==> src/rtl/mem_arbiter.sv <==
// Single-port RAM arbiter between instruction fetch and data access, with
// bounded data priority, one access at a time and a per-access watchdog.
module mem_arbiter #(
    parameter int TIMEOUT    = 64,
    parameter int STARVE_MAX = 3
) (
    input  logic        CLK,
    input  logic        nRST,
    input  logic        iREN,
    input  logic [31:0] iaddr,
    output logic        iwait,
    output logic [31:0] iload,
    input  logic        dREN,
    input  logic        dWEN,
    input  logic [31:0] daddr,
    input  logic [31:0] dstore,
    output logic        dwait,
    output logic [31:0] dload,
    output logic        ramREN,
    output logic        ramWEN,
    output logic [31:0] ramaddr,
    output logic [31:0] ramstore,
    input  logic [31:0] ramload,
    input  logic        ram_ready,
    output logic        err
);

    localparam int TW = $clog2(TIMEOUT + 1);
    localparam int SW = (STARVE_MAX < 1) ? 1 : $clog2(STARVE_MAX + 1);
    localparam logic [31:0] ABORT_WORD = 32'hBAD1BAD1;

    typedef enum logic [2:0] {IDLE, DBUSY, IBUSY, DDONE, IDONE} state_t;

    state_t        state;
    logic [TW-1:0] tcnt;
    logic [SW-1:0] starve;
    logic          dreq;
    logic          starved;
    logic          tmo;

    function automatic logic [SW-1:0] starve_inc(input logic [SW-1:0] c);
        return (c == SW'(STARVE_MAX)) ? c : c + SW'(1);
    endfunction

    assign dreq    = dREN | dWEN;
    // Data normally wins, unless the fetch side has already lost STARVE_MAX times in a row.
    assign starved = iREN && (starve == SW'(STARVE_MAX));
    assign tmo     = (tcnt == TW'(TIMEOUT - 1));

    always_ff @(posedge CLK) begin
        if (!nRST) begin
            state    <= IDLE;
            ramREN   <= 1'b0;
            ramWEN   <= 1'b0;
            ramaddr  <= '0;
            ramstore <= '0;
            iload    <= '0;
            dload    <= '0;
            iwait    <= 1'b1;
            dwait    <= 1'b1;
            err      <= 1'b0;
            tcnt     <= '0;
            starve   <= '0;
        end else begin
            iwait <= 1'b1;
            dwait <= 1'b1;
            case (state)
                IDLE: begin
                    if (dreq && !starved) begin
                        state    <= DBUSY;
                        ramaddr  <= daddr;
                        ramstore <= dstore;
                        ramWEN   <= dWEN;
                        ramREN   <= !dWEN;
                        tcnt     <= '0;
                        starve   <= iREN ? starve_inc(starve) : '0;
                    end else if (iREN) begin
                        state   <= IBUSY;
                        ramaddr <= iaddr;
                        ramREN  <= 1'b1;
                        tcnt    <= '0;
                        starve  <= '0;
                    end
                end
                DBUSY, IBUSY: begin
                    if (ram_ready || tmo) begin
                        ramREN <= 1'b0;
                        ramWEN <= 1'b0;
                        // An aborted access still completes towards the requester, with a marker word.
                        if (!ram_ready) err <= 1'b1;
                        if (state == DBUSY) begin
                            dload <= ram_ready ? ramload : ABORT_WORD;
                            dwait <= 1'b0;
                            state <= DDONE;
                        end else begin
                            iload <= ram_ready ? ramload : ABORT_WORD;
                            iwait <= 1'b0;
                            state <= IDONE;
                        end
                    end else begin
                        tcnt <= tcnt + TW'(1);
                    end
                end
                default: state <= IDLE;
            endcase
        end
    end

endmodule

==> config.mk <==
export PLATFORM = sky130hd
export DESIGN_NAME = mem_arbiter
export DESIGN_NICKNAME = d
export VERILOG_FILES = /design/src/rtl/mem_arbiter.sv
export SDC_FILE = /design/constraint.sdc
export NUM_CORES = 1
export LEC_CHECK = 0
export ABC_CLOCK_PERIOD_IN_PS = 3380
export BUFFER_PORTS_ARGS = -buffer_cell sky130_fd_sc_hd__buf_2
export CORE_UTILIZATION = 40
export CTS_CLUSTER_DIAMETER = 30
export DETAILED_ROUTE_END_ITERATION = 8
export GPL_ROUTABILITY_DRIVEN = 0
export GPL_TIMING_DRIVEN = 1
export PLACE_DENSITY = 0.7
export SLEW_MARGIN = 20
export SYNTH_ARGS = -nofsm -noshare
export SYNTH_HDL_FRONTEND = slang
export SYNTH_SLANG_ARGS = --single-unit
==> constraint.sdc <==
create_clock -name CLK -period 3.38 [get_ports CLK]
set_input_delay 0.507 -clock CLK [delete_from_list [all_inputs] [get_ports CLK]]
set_output_delay 0.507 -clock CLK [all_outputs]
set_load 0.005 [all_outputs]
# After elaboration in Yosys (flattened, before gate mapping)
# Index checks and enable logic that the tools add are counted.
classes:
  addsub: 2
  eq_ne: 9
  reduce_logical: 20
  n_mux: 24
  n_bitwise: 3
ops:
  columns: ["operator", "n"]
  rows:
  - ["32-bit 2-to-1 mux", 3]
  - ["3-bit AND reduction", 8]
  - ["7-bit 2-to-1 mux", 3]
  - ["7-bit case mux with 2 select lines", 1]
  - ["3-bit 2-to-1 mux", 4]
  - ["2-bit 2-to-1 mux", 4]
  - ["7-bit by 1-bit adder with 7-bit output, second input constant", 1]
  - ["7-bit by 6-bit equality test with 1-bit output, second input constant", 1]
  - ["1-bit 2-to-1 mux", 6]
  - ["2-bit != test, second input constant", 3]
  - ["3-bit != test, second input constant", 2]
  - ["3-bit case mux with 2 select lines", 1]
  - ["2-bit AND reduction", 3]
  - ["1-bit case mux with 2 select lines", 2]
  - ["2-bit nonzero test", 2]
  - ["3-bit by 1-bit equality test with 1-bit output, second input constant", 1]
  - ["3-bit by 2-bit equality test with 1-bit output, second input constant", 1]
  - ["3-bit zero test", 1]
  - ["2-bit by 1-bit adder with 2-bit output, second input constant", 1]
  - ["2-bit equality test, second input constant", 1]
  - ["1-bit logical AND", 2]
  - ["1-bit zero test", 2]
  - ["1-bit NOT", 2]
  - ["2-bit OR reduction", 1]
  - ["2 further kinds", 2]
word_totals:
  out_inout_bits: 133
  input_bits: 134
  elab_cells: 70
  ff_bits: 145

# Depth between registers and ports, before layout
# Gate-level depths: netlist of run 1.
depth:
  depth_word: 6
  ltp_mapped: 7
  mapped_depth_nobuf: 5

# Worst setup path before layout of run 1
# Ideal clock, no wire load.
synth_timing:
  kind: "reg2reg"
  startpoint: "register tcnt[0]"
  endpoint: "register state[1]"
  setup_slack_ps: 1709
  path_buffers: 0
  path_stages_with_launch: 6
  setup_time_ps: 79
  synth_period_minus_slack_ps: 1671
  required_time_ps: 3301
  arrival_ps: 1592
  path_cell_list: "dfxtp_1 ha_1 nand3_2 o31a_4 or3_1 a211oi_2"
synth_between:
  elab_chain_cells: 4
synth_rtl:
  columns: ["element", "line", "text"]
  rows:
  - ["start: declaration", "35", "logic [TW-1:0] tcnt;"]
  - ["start signal: assignment", "101", "tcnt <= tcnt + TW'(1);"]
  - ["7-bit by 6-bit equality test with 1-bit output", "48", "assign tmo = (tcnt == TW'(TIMEOUT - 1));"]
  - ["1-bit logical OR", "86", "if (ram_ready || tmo) begin"]
  - ["2-bit != test (no source line)", null, null]
  - ["2-bit AND reduction (no source line)", null, null]
  - ["end signal: assignment", "52", "state <= IDLE;"]
  - ["end signal: assignment", "94", "state <= DDONE;"]
  - ["end signal: assignment", "98", "state <= IDONE;"]
  - ["end: declaration", "34", "state_t state;"]
# Every way passes these cells.
# A chain may end at the register's enable or synchronous reset.

# Worst setup path in the final report of run 1
layout_timing:
  startpoint: "register tcnt[0]"
  endpoint: "register iload[0]"
layout_between:
  elab_chain_cells: 3
layout_rtl:
  columns: ["element", "line", "text"]
  rows:
  - ["7-bit by 6-bit equality test with 1-bit output", "48", null]
  - ["1-bit logical OR", "86", null]
  - ["3-bit AND reduction (no source line)", null, null]
  - ["end signal: assignment", "96", "iload <= ram_ready ? ramload : ABORT_WORD;"]
  - ["end: declaration", "12", "output logic [31:0] iload,"]
# Every way passes these cells.

==> parameters.txt, run 1 <==
Parameter                              Value

Placed design
  Cells after DPL    1016
  I/O Buffers    266
  HPWL after DPL    10800 um

Worst setup path
  Register-to-register setup slack    ~1200 ps
  Cell family with most CP delay    simple AND/OR/NAND/NOR gates
  Worst Setup Start Kind    flop
  Worst reg-to-reg path cell count    5
  Critical path's slowest cell    sky130_fd_sc_hd__nor2_4
  Data required, critical path    3740 ps
  Crit Reg-Reg Endpoint    iload[0]
  Setup CP Type    reg2reg
  Crit path DAT    around 2500 ps
  Reg-to-Reg Start    tcnt[0]
  Number of buffer and inverter stages on the critical path    0
  Biggest fanout along the worst timing path    34
  Capturing element type of the critical path    flop
  Delay contributed by the slowest stage of the critical path    650 ps
  List of cells traversed by the critical path    ha_1 -> nand3_2 -> o31a_4 -> nor2_4 -> o221a_1

Route
  Count of vias placed by the detailed router    5343
  Total routed wirelength    15600 um
  Via-per-instance ratio    ~5.1
  Detailed-route DRC error count    0
  Detailed-router iteration count before antenna repair    4
  Initial detailed-routing violation count    341
  Routed len/inst    14.9 um
  Antenna violation net count after detailed routing    0

STA
  Final worst clock skew    9.70 ps
  Minimum period implied by the final worst setup slack    approximately 2200 ps
  Unrepaired setup endpoints after global routing    false
  Number of endpoints with negative hold slack in the final report    0
  Max-slew violation total from the final report    0
  Share of the clock period used by the worst path    63.9%
  Max Clock Freq    0.463 GHz
  Setup violators final    0
  Worst relative slew slack    36.9%
  Least-Margin Pin Slew    944 ps
  Post-route setup TNS    0 ps

Finish
  Inserted Diodes    0
  Number of filler cells placed in the layout    1292
  Final cell count without fillers    1048
  Number of nets in the layout    995
  Relative area change from synthesis to final layout    35.6%
  Fraction of final layout cells with drive strength greater than 1    36.5%

Yosys
  Part of the Yosys area used for sequential elements    a little over half
  Cells after synthesis    620
  Most common flop cell mapped by yosys    sky130_fd_sc_hd__dfxtp_1
  Post-synth design cell area    5530 um2
  Async SR Flop Fraction    0%
  Post-synth EDFFs    0
  Ys Warns    0
  Count of different cell masters after synthesis    49
  Synth Net Count    756
  Avg Cell Area, Syn    8.92 um2
  Number of storage elements in the synthesis netlist    145

Power
  Lkg Pwr    3.54 nW
  Worst IR Drop VDD    roughly 0.33 mV
  Power per unit of standard cell area    577 nW/um2

CTS
  Hold-fix buffers, CTS    0
  Clock network latency to the later pin of the worst-skew pair    420 ps
  Number of buffers added by the clock tree synthesis step    17
  Reg clk slew, reported paths    60 ps
  Clock root buffer master    sky130_fd_sc_hd__clkbuf_16
  Clock sink total    145
  Clock tree from TritonCTS    built
  Post-CTS repair timing setup buffer count    0
  Number of gates resized after CTS    0
  H-tree level count    4
  CTS Buffer Depth    2

GRT
  Overall global routing resource usage    21.8%
  Final global-route overflow total    0
  Pin count of the biggest net entering global routing    61
  Number of antenna violations at the first check in global routing    0
  Vias in the first global route    4934
  Global-route wire length before repair    24800 um

Min path
  Destination of the worst hold path    ramstore[0]
  Startpoint of the worst hold path    dstore[0]
  Hold Path Class    in2reg
  Worst Hold Depth    3

Outcome
  Run status    complete, no violations

Die
  I/O Pins    267
  Horiz. Die Dim    120 um
  Die footprint    14300 um2
  Std cell rows    42
  Die Span Y    120 um
  Core Box Area    13300 um2
  Initial core utilization    between 40% and 50%

Run
  Reported max-cap violation count    0
## worst register-to-register path: stages, from the launching register on
cell and delay, ps:
sky130_fd_sc_hd__dfxtp_1 360, sky130_fd_sc_hd__ha_1 210, sky130_fd_sc_hd__nand3_2 140, sky130_fd_sc_hd__o31a_4 400, sky130_fd_sc_hd__nor2_4 660, sky130_fd_sc_hd__o221a_1 330
## logic make-up after synthesis
group           share of synthesized area (%)
mux                                     0.181
compound gates                           22.9
buf+inv                                  4.75
xor+xnor                                0.158
simple gates                             18.9
flops                                    52.5
fa+ha+maj                               0.656
## final cells by class
class | instances | area, um2 | area share [%]
clock inverter | 12 | 121 | 1.62
clock buffer | 20 | 457 | 6.09
sequential | 145 | 2900 | 38.7
inverter | 5 | 18.8 | 0.250
timing repair buffer | 276 | 1410 | 18.8
tap | 176 | 220 | 2.94
multi-input combinational | 414 | 2370 | 31.6
## Yosys cell counts, types with 3 or more instances
cell type	instances	area, um2
sky130_fd_sc_hd__a21oi_1	37	185
sky130_fd_sc_hd__a311oi_1	23	201
sky130_fd_sc_hd__and2_1	4	25.0
sky130_fd_sc_hd__buf_2	18	90.1
sky130_fd_sc_hd__buf_4	3	22.5
sky130_fd_sc_hd__clkbuf_1	35	131
sky130_fd_sc_hd__dfxtp_1	145	2900
sky130_fd_sc_hd__inv_1	4	15.0
sky130_fd_sc_hd__nand2_1	186	698
sky130_fd_sc_hd__nand3_1	13	65.1
sky130_fd_sc_hd__nand4b_1	3	26.3
sky130_fd_sc_hd__nor2_1	31	116
sky130_fd_sc_hd__o211a_1	10	100
sky130_fd_sc_hd__o21ai_1	4	20.0
sky130_fd_sc_hd__o221a_1	36	405
sky130_fd_sc_hd__o22ai_1	30	188
## stage by stage
stage	total power [W]	hold WS [ps]	util, %	instance area (um2)	worst slack (ps)
2_1_floorplan	0.00228	446	-	5530	1710
3_3_place_gp	0.00254	439	51.9	6920	1290
3_5_place_dp	0.00255	443	51.9	6920	1230
4_1_cts	0.00437	292	56.2	7500	1240
5_1_grt	0.00452	300	56.2	7500	1050
6_report	0.00433	319	56.2	7500	1220
## sequential cells by signal, indices dropped and copies added, names as in the netlist
register  flops
ramstore     32
dwait         1
ramREN        1
iload        32
state         3
dload        32
ramWEN        1
iwait         1
starve        2
tcnt          7
err           1
ramaddr      32
## worst max path at each step
stage / endpoint / slack (ps) / from / cells after the start
after floorplan: state[1] / 1710 / tcnt[0] / 5
after global placement: iload[20] / 1290 / tcnt[0] / 5
after detailed placement: iload[15] / 1230 / tcnt[0] / 5
after CTS: iload[22] / 1240 / tcnt[0] / 5
after global routing: iload[25] / 1050 / tcnt[0] / 5
final: iload[0] / 1220 / tcnt[0] / 5
## cells in the final DEF, fill, tap and decap left out, drive strengths merged, types with 2 or more instances in the layout
cell / count
buf: 276
nand2: 186
dfxtp: 145
a21oi: 37
o221a: 36
nor2: 33
o22ai: 30
a311oi: 23
clkbuf: 20
nand3: 14
o211a: 10
inv: 9
o21ai: 5
and2: 4
clkinv: 4
nand4b: 3
clkinvlp: 3
nor3: 3
or3: 2
o211ai: 2
ha: 2
o31a: 2
## layer usage
layer,vias up,wire [um],track usage (%)
met3,22,824,5.13
met4,0,294,9.14
met2,167,7640,36.0
met5,-,0,0
met1,2474,6890,27.1
li1,2680,-,-
## report_power, final
part	internal (W)	total [W]	switching, W
registers	0.00184	0.00191	0.0000693
logic	0.000268	0.000601	0.000334
clock network	0.00107	0.00182	0.000751
No activity file was read; power rests on OpenSTA's default activity.
==> run 2: changes to the inputs <==
- ABC_CLOCK_PERIOD_IN_PS: 3380 -> 2100
- clock period: 3.38 -> 2.1 ns (I/O delays scaled with it)
==> run 2 against run 1 <==
Sequential power increased by 61%. Critical path depth unchanged. Via count increased by 0.97%. Largest power group is now the clock network. Non-clock buffer count increased by 5.
==> parameters.txt, run 2 (synthesis results as in run 1) <==
Parameter                              Value

Outcome
  Run status    complete, no violations

Die
  I/O Pins    267 (unchanged)
  Core Box Area    13300 um2 (unchanged)
  Die footprint    14300 um2 (unchanged)
  Die Span Y    120 um (unchanged)
  Std cell rows    42 (unchanged)
  Initial core utilization    41.4% (unchanged)
  Horiz. Die Dim    120 um (unchanged)

Worst setup path
  Capturing element type of the critical path    flop
  Biggest fanout along the worst timing path    32 (-5.9%)
  Worst reg-to-reg path cell count    5 (unchanged)
  Worst Setup Start Kind    flop
  Crit path from    state[2]
  Crit path DAT    2110 ps (-410 ps)
  Crit Reg-Reg Endpoint    ramaddr[5]
  Reg-to-Reg Start    state[2]
  Critical path destination    ramaddr[5]
  Register-to-register setup slack    300 ps (-920 ps)
  Setup CP Type    reg2reg
  Data required, critical path    2410 ps (-1330 ps)

CTS
  Number of buffers added by the clock tree synthesis step    17 (unchanged)
  Clock sink total    145 (unchanged)
  Post-CTS repair timing setup buffer count    0 (unchanged)
  Clock root buffer master    sky130_fd_sc_hd__clkbuf_16
  Clock network latency to the later pin of the worst-skew pair    420 ps (about the same)
  Reg clk slew, reported paths    60 ps (about the same)
  Clock tree from TritonCTS    built
  Number of gates resized after CTS    0 (unchanged)
  Hold-fix buffers, CTS    0 (unchanged)
  CTS Buffer Depth    2 (unchanged)
  H-tree level count    4 (unchanged)

Min path
  Hold Path Class    in2reg
  Worst Hold Depth    3 (unchanged)

Finish
  Top library cells by usage in the layout, fill and taps aside    sky130_fd_sc_hd__buf_2, sky130_fd_sc_hd__nand2_1, sky130_fd_sc_hd__dfxtp_1
  Inserted Diodes    0 (unchanged)
  Number of nets in the layout    1000 (+0.50%)
  Number of filler cells placed in the layout    1237 (-4.3%)
  Most common cell after layout, fill and taps aside    sky130_fd_sc_hd__buf_2
  Relative area change from synthesis to final layout    38.8%
  Fraction of final layout cells with drive strength greater than 1    36.9% (+0.48 points)

Power
  Post-layout power    0.00737 W (+70%)
  Power per unit of standard cell area    960 nW/um2 (+66%)
  Lkg Pwr    3.60 nW (+1.8%)
  Worst IR Drop VDD    0.583 mV (+77%)

STA
  Max-slew violation total from the final report    0 (unchanged)
  Final worst clock skew    5.97 ps (-3.73 ps)
  Number of endpoints with negative hold slack in the final report    0 (unchanged)
  Setup violators final    0 (unchanged)
  Post-route setup TNS    0 ps (unchanged)
  Share of the clock period used by the worst path    85.6% (+22 points)
  Max Clock Freq    0.556 GHz (+20%)
  Least-Margin Pin Slew    465 ps (-478 ps)
  Minimum period implied by the final worst setup slack    1800 ps (-362 ps)
  Unrepaired setup endpoints after global routing    false
  Worst relative slew slack    68.8% (+32 points)

Route
  Detailed-route DRC error count    0 (unchanged)
  Count of vias placed by the detailed router    5395 (+0.97%)
  Total routed wirelength    16000 um (+1.9%)
  Antenna violation net count after detailed routing    0 (unchanged)
  Routed len/inst    15.1 um (+1.5%)
  Initial detailed-routing violation count    311 (-8.8%)
  Via-per-instance ratio    5.12 (+0.49%)
  Detailed-router iteration count before antenna repair    4 (unchanged)

GRT
  Global-route wire length before repair    25200 um (+1.7%)
  Pin count of the biggest net entering global routing    62 (+1.6%)
  Vias in the first global route    5010 (+1.5%)
  Final global-route overflow total    0 (unchanged)
  Number of antenna violations at the first check in global routing    0 (unchanged)
  Overall global routing resource usage    22.3% (+0.51 points)

Placed design
  HPWL after DPL    10800 um (+0.15%)
  I/O Buffers    266 (unchanged)

Run
  Reported max-cap violation count    0 (unchanged)
==> run 2: layout make-up <==
| cell class | instances | area (um2) | area share [%] |
|---|---|---|---|
| clock buffer | 18 | 439 | 5.72 |
| multi-input combinational | 414 | 2370 | 30.9 |
| inverter | 5 | 18.8 | 0.245 |
| clock inverter | 14 | 213 | 2.77 |
| sequential | 145 | 2900 | 37.8 |
| tap | 176 | 220 | 2.87 |
| timing repair buffer | 281 | 1510 | 19.7 |
==> run 2: routing by layer <==
layer / GRT usage (%) / vias up / routed length (um)
met5: 0 / - / 0
met4: 8.75 / 0 / 247
met3: 5.70 / 22 / 861
met2: 38.3 / 190 / 8130
met1: 26.5 / 2500 / 6710
li1: - / 2683 / -
==> run 2: worst max-delay path, cell delays in order, from the launching register on <==
cell	delay (ps)
sky130_fd_sc_hd__dfxtp_1	410
sky130_fd_sc_hd__nor3_2	300
sky130_fd_sc_hd__o31a_2	310
sky130_fd_sc_hd__buf_4	330
sky130_fd_sc_hd__nor2_1	70
sky130_fd_sc_hd__a311oi_1	270
==> run 2: per-stage QoR <==
| step | hold WS (ps) | worst slack (ps) | std cells | instance area [um2] | utilization, % |
|---|---|---|---|---|---|
| floorplan | 446 | 429 | 620 | 5530 | - |
| global placement | 439 | 363 | 1021 | 7020 | 52.6 |
| detailed placement | 443 | 299 | 1021 | 7020 | 52.6 |
| CTS | 114 | 275 | 1053 | 7670 | 57.5 |
| global route | 121 | 155 | 1053 | 7670 | 57.5 |
| finish | 132 | 302 | 1053 | 7670 | 57.5 |
==> run 2: worst min-delay path by stage <==
stage | startpoint | to | slack, ps
finish | dstore[14] | ramstore[14] | 130
global route | dstore[3] | ramstore[3] | 120
CTS | dstore[10] | ramstore[10] | 110
detailed placement | ramstore[18] | ramstore[18] | 440
global placement | dload[2] | dload[2] | 440
floorplan | tcnt[1] | tcnt[1] | 450
==> run 2: where the power goes <==
part	switching (W)	internal [W]	total, W
clock	0.00116	0.00213	0.00329
sequential	0.000109	0.00296	0.00307
combinational	0.000551	0.000456	0.00101
total	0.00182	0.00555	0.00737
==> run 3: changes to the inputs <==
- PLACE_DENSITY: 0.7 -> 0.76
- SETUP_SLACK_MARGIN: unset -> 0.3
==> run 3 against run 2 <==
Clock power fell by 12%. Critical endpoint is now state[1]. Die area did not move. Power fell by 5.0%. Critical path type unchanged. Global-route usage fell by 1.2 points. Largest cell class unchanged. Combinational power barely moved. Sequential cell count did not move. Maximum frequency rose by 6.9%. Worst setup slack improved by 120 ps. Register-to-register slack improved by 120 ps.
==> parameters.txt, run 3 (synthesis results as in run 1) <==
Parameter                              Value

Outcome
  Run status    complete, no violations

Route
  Initial detailed-routing violation count    377 (+21%)
  Antenna violation net count after detailed routing    0 (unchanged)
  Detailed-router iteration count before antenna repair    4 (unchanged)
  Count of vias placed by the detailed router    5383 (-0.22%)
  Total routed wirelength    15600 um (-2.3%)
  Routed len/inst    14.8 um (-2.5%)
  Via-per-instance ratio    5.10 (-0.41%)
  Detailed-route DRC error count    0 (unchanged)

Die
  Die footprint    14300 um2 (unchanged)
  Horiz. Die Dim    120 um (unchanged)
  Std cell rows    42 (unchanged)
  Core Box Area    13300 um2 (unchanged)
  Initial core utilization    41.4% (unchanged)
  Die Span Y    120 um (unchanged)
  I/O Pins    267 (unchanged)

Finish
  Top library cells by usage in the layout, fill and taps aside    sky130_fd_sc_hd__buf_2, sky130_fd_sc_hd__nand2_1, sky130_fd_sc_hd__dfxtp_1
  Multi-input gate area in the final layout    2380 um2 (+0.42%)
  Finished Cell Area    7640 um2 (-0.47%)
  Relative area change from synthesis to final layout    38.1%
  Area occupied by registers    2900 um2 (about the same)
  Number of nets in the layout    1002 (+0.20%)
  Fraction of final layout cells with drive strength greater than 1    37.3% (+0.37 points)
  Inserted Diodes    0 (unchanged)
  Most common cell after layout, fill and taps aside    sky130_fd_sc_hd__buf_2
  Number of filler cells placed in the layout    1225 (-0.97%)

STA
  Share of the clock period used by the worst path    80.1% (-5.5 points)
  Hold slack final    137 ps (+4.24 ps)
  Unrepaired setup endpoints after global routing    true
  Post-route setup TNS    0 ps (unchanged)
  Number of endpoints with negative hold slack in the final report    0 (unchanged)
  Setup violators final    0 (unchanged)
  Max-slew violation total from the final report    0 (unchanged)
  Final worst clock skew    11.4 ps (+5.44 ps)
  Least setup slack across all paths after layout    418 ps (+116 ps)
  Least-Margin Pin Slew    457 ps (-8.88 ps)
  Minimum period implied by the final worst setup slack    1680 ps (-116 ps)
  Worst relative slew slack    69.4% (+0.60 points)
  Max Clock Freq    0.595 GHz (+6.9%)

Power
  Worst IR Drop VDD    0.580 mV (-0.66%)
  Lkg Pwr    3.61 nW (+0.16%)
  Power per unit of standard cell area    917 nW/um2 (-4.5%)

GRT
  Overall global routing resource usage    21.1% (-1.2 points)
  Pin count of the biggest net entering global routing    67 (+8.1%)
  Global-route wire length before repair    24100 um (-4.5%)
  Final global-route overflow total    0 (unchanged)
  Number of antenna violations at the first check in global routing    0 (unchanged)
  Vias in the first global route    4923 (-1.7%)

CTS
  Clock sink total    145 (unchanged)
  Clock network latency to the later pin of the worst-skew pair    410 ps (about the same)
  Number of buffers added by the clock tree synthesis step    17 (unchanged)
  CTS Buffer Depth    2 (unchanged)
  Reg clk slew, reported paths    60 ps (about the same)
  Clock root buffer master    sky130_fd_sc_hd__clkbuf_16
  Hold-fix buffers, CTS    0 (unchanged)
  H-tree level count    4 (unchanged)
  Clock tree from TritonCTS    built

Worst setup path
  Setup CP Type    reg2reg
  Data required, critical path    2440 ps (+30 ps)
  Worst Setup Start Kind    flop
  Capturing element type of the critical path    flop
  Biggest fanout along the worst timing path    6 (-81%)
  Crit path DAT    2020 ps (-90 ps)

Min path
  Hold Path Class    in2reg

Run
  Reported max-cap violation count    0 (unchanged)

Placed design
  Worst setup slack after placement    329 ps (+30.2 ps)
  I/O Buffers    266 (unchanged)
  HPWL after DPL    10500 um (-2.8%)
  Placed cell areas    7010 um2 (-0.11%)
-- run 3: cell types whose count changed in the layout (fill, tap and decap cells not counted), moves of 2 or more --
| cell | previous run | this run |
|---|---|---|
| sky130_fd_sc_hd__bufinv_16 | 5 | 1 |
| sky130_fd_sc_hd__inv_6 | 0 | 6 |
| sky130_fd_sc_hd__clkinvlp_4 | 7 | 0 |
| sky130_fd_sc_hd__inv_8 | 0 | 2 |
| sky130_fd_sc_hd__clkinv_4 | 0 | 3 |
-- run 3: stage by stage --
| stage | util [%] | instances | power, W |
|---|---|---|---|
| 6_report | 57.2 | 1055 | 0.00700 |
| 5_1_grt | 57.2 | 1055 | 0.00731 |
| 4_1_cts | 56.8 | 1052 | 0.00704 |
| 3_5_place_dp | 52.5 | 1020 | 0.00412 |
| 3_3_place_gp | 52.5 | 1020 | 0.00410 |
| 2_1_floorplan | - | 620 | 0.00366 |
-- run 3: layout make-up --
| type | instances | share of cell area [%] |
|---|---|---|
| Clock inverter | 15 | 1.92 |
| Sequential cell | 145 | 38.0 |
| Clock buffer | 17 | 5.57 |
| Tap cell | 176 | 2.88 |
| Timing Repair Buffer | 283 | 20.2 |
| Multi-Input combinational cell | 414 | 31.2 |
| Inverter | 5 | 0.246 |
-- run 3: layer usage --
layer / GRT usage, % / vias to the layer above / wire [um]
met1: 25.9 / 2488 / 6720
met4: 9.14 / 0 / 336
met5: 0 / - / 0
met2: 35.0 / 177 / 7770
met3: 5.13 / 26 / 760
li1: - / 2692 / -
-- run 3: worst max-delay path, cell delays in order (launching register included) --
cell,delay [ps]
sky130_fd_sc_hd__dfxtp_1,360
sky130_fd_sc_hd__ha_2,230
sky130_fd_sc_hd__nand3_4,110
sky130_fd_sc_hd__o31a_4,340
sky130_fd_sc_hd__or3_1,370
sky130_fd_sc_hd__a211oi_2,210
-- run 3: worst paths after layout --
path,startpoint,to,slack (ps),cells after the start
worst max-delay path,tcnt[1],state[1],420,5
worst min-delay path,dstore[15],ramstore[15],140,3
worst min register to register,ramstore[28],ramstore[28],450,2
worst max register to register,tcnt[1],state[1],420,5
-- run 3: report_power, final --
group	internal (W)	leakage, nW	total (W)	switching (W)
Sequential	0.00296	1.19	0.00307	0.000109
Clock	0.00167	0.287	0.00291	0.00124
Combinational	0.000472	2.13	0.00102	0.000553
-- run 3: repair_timing --
item                                    CTS  global route
endpoints found under the hold margin     0             0
endpoints found under the setup margin    0            60
setup buffers                             0             2
resized for setup                         0             3
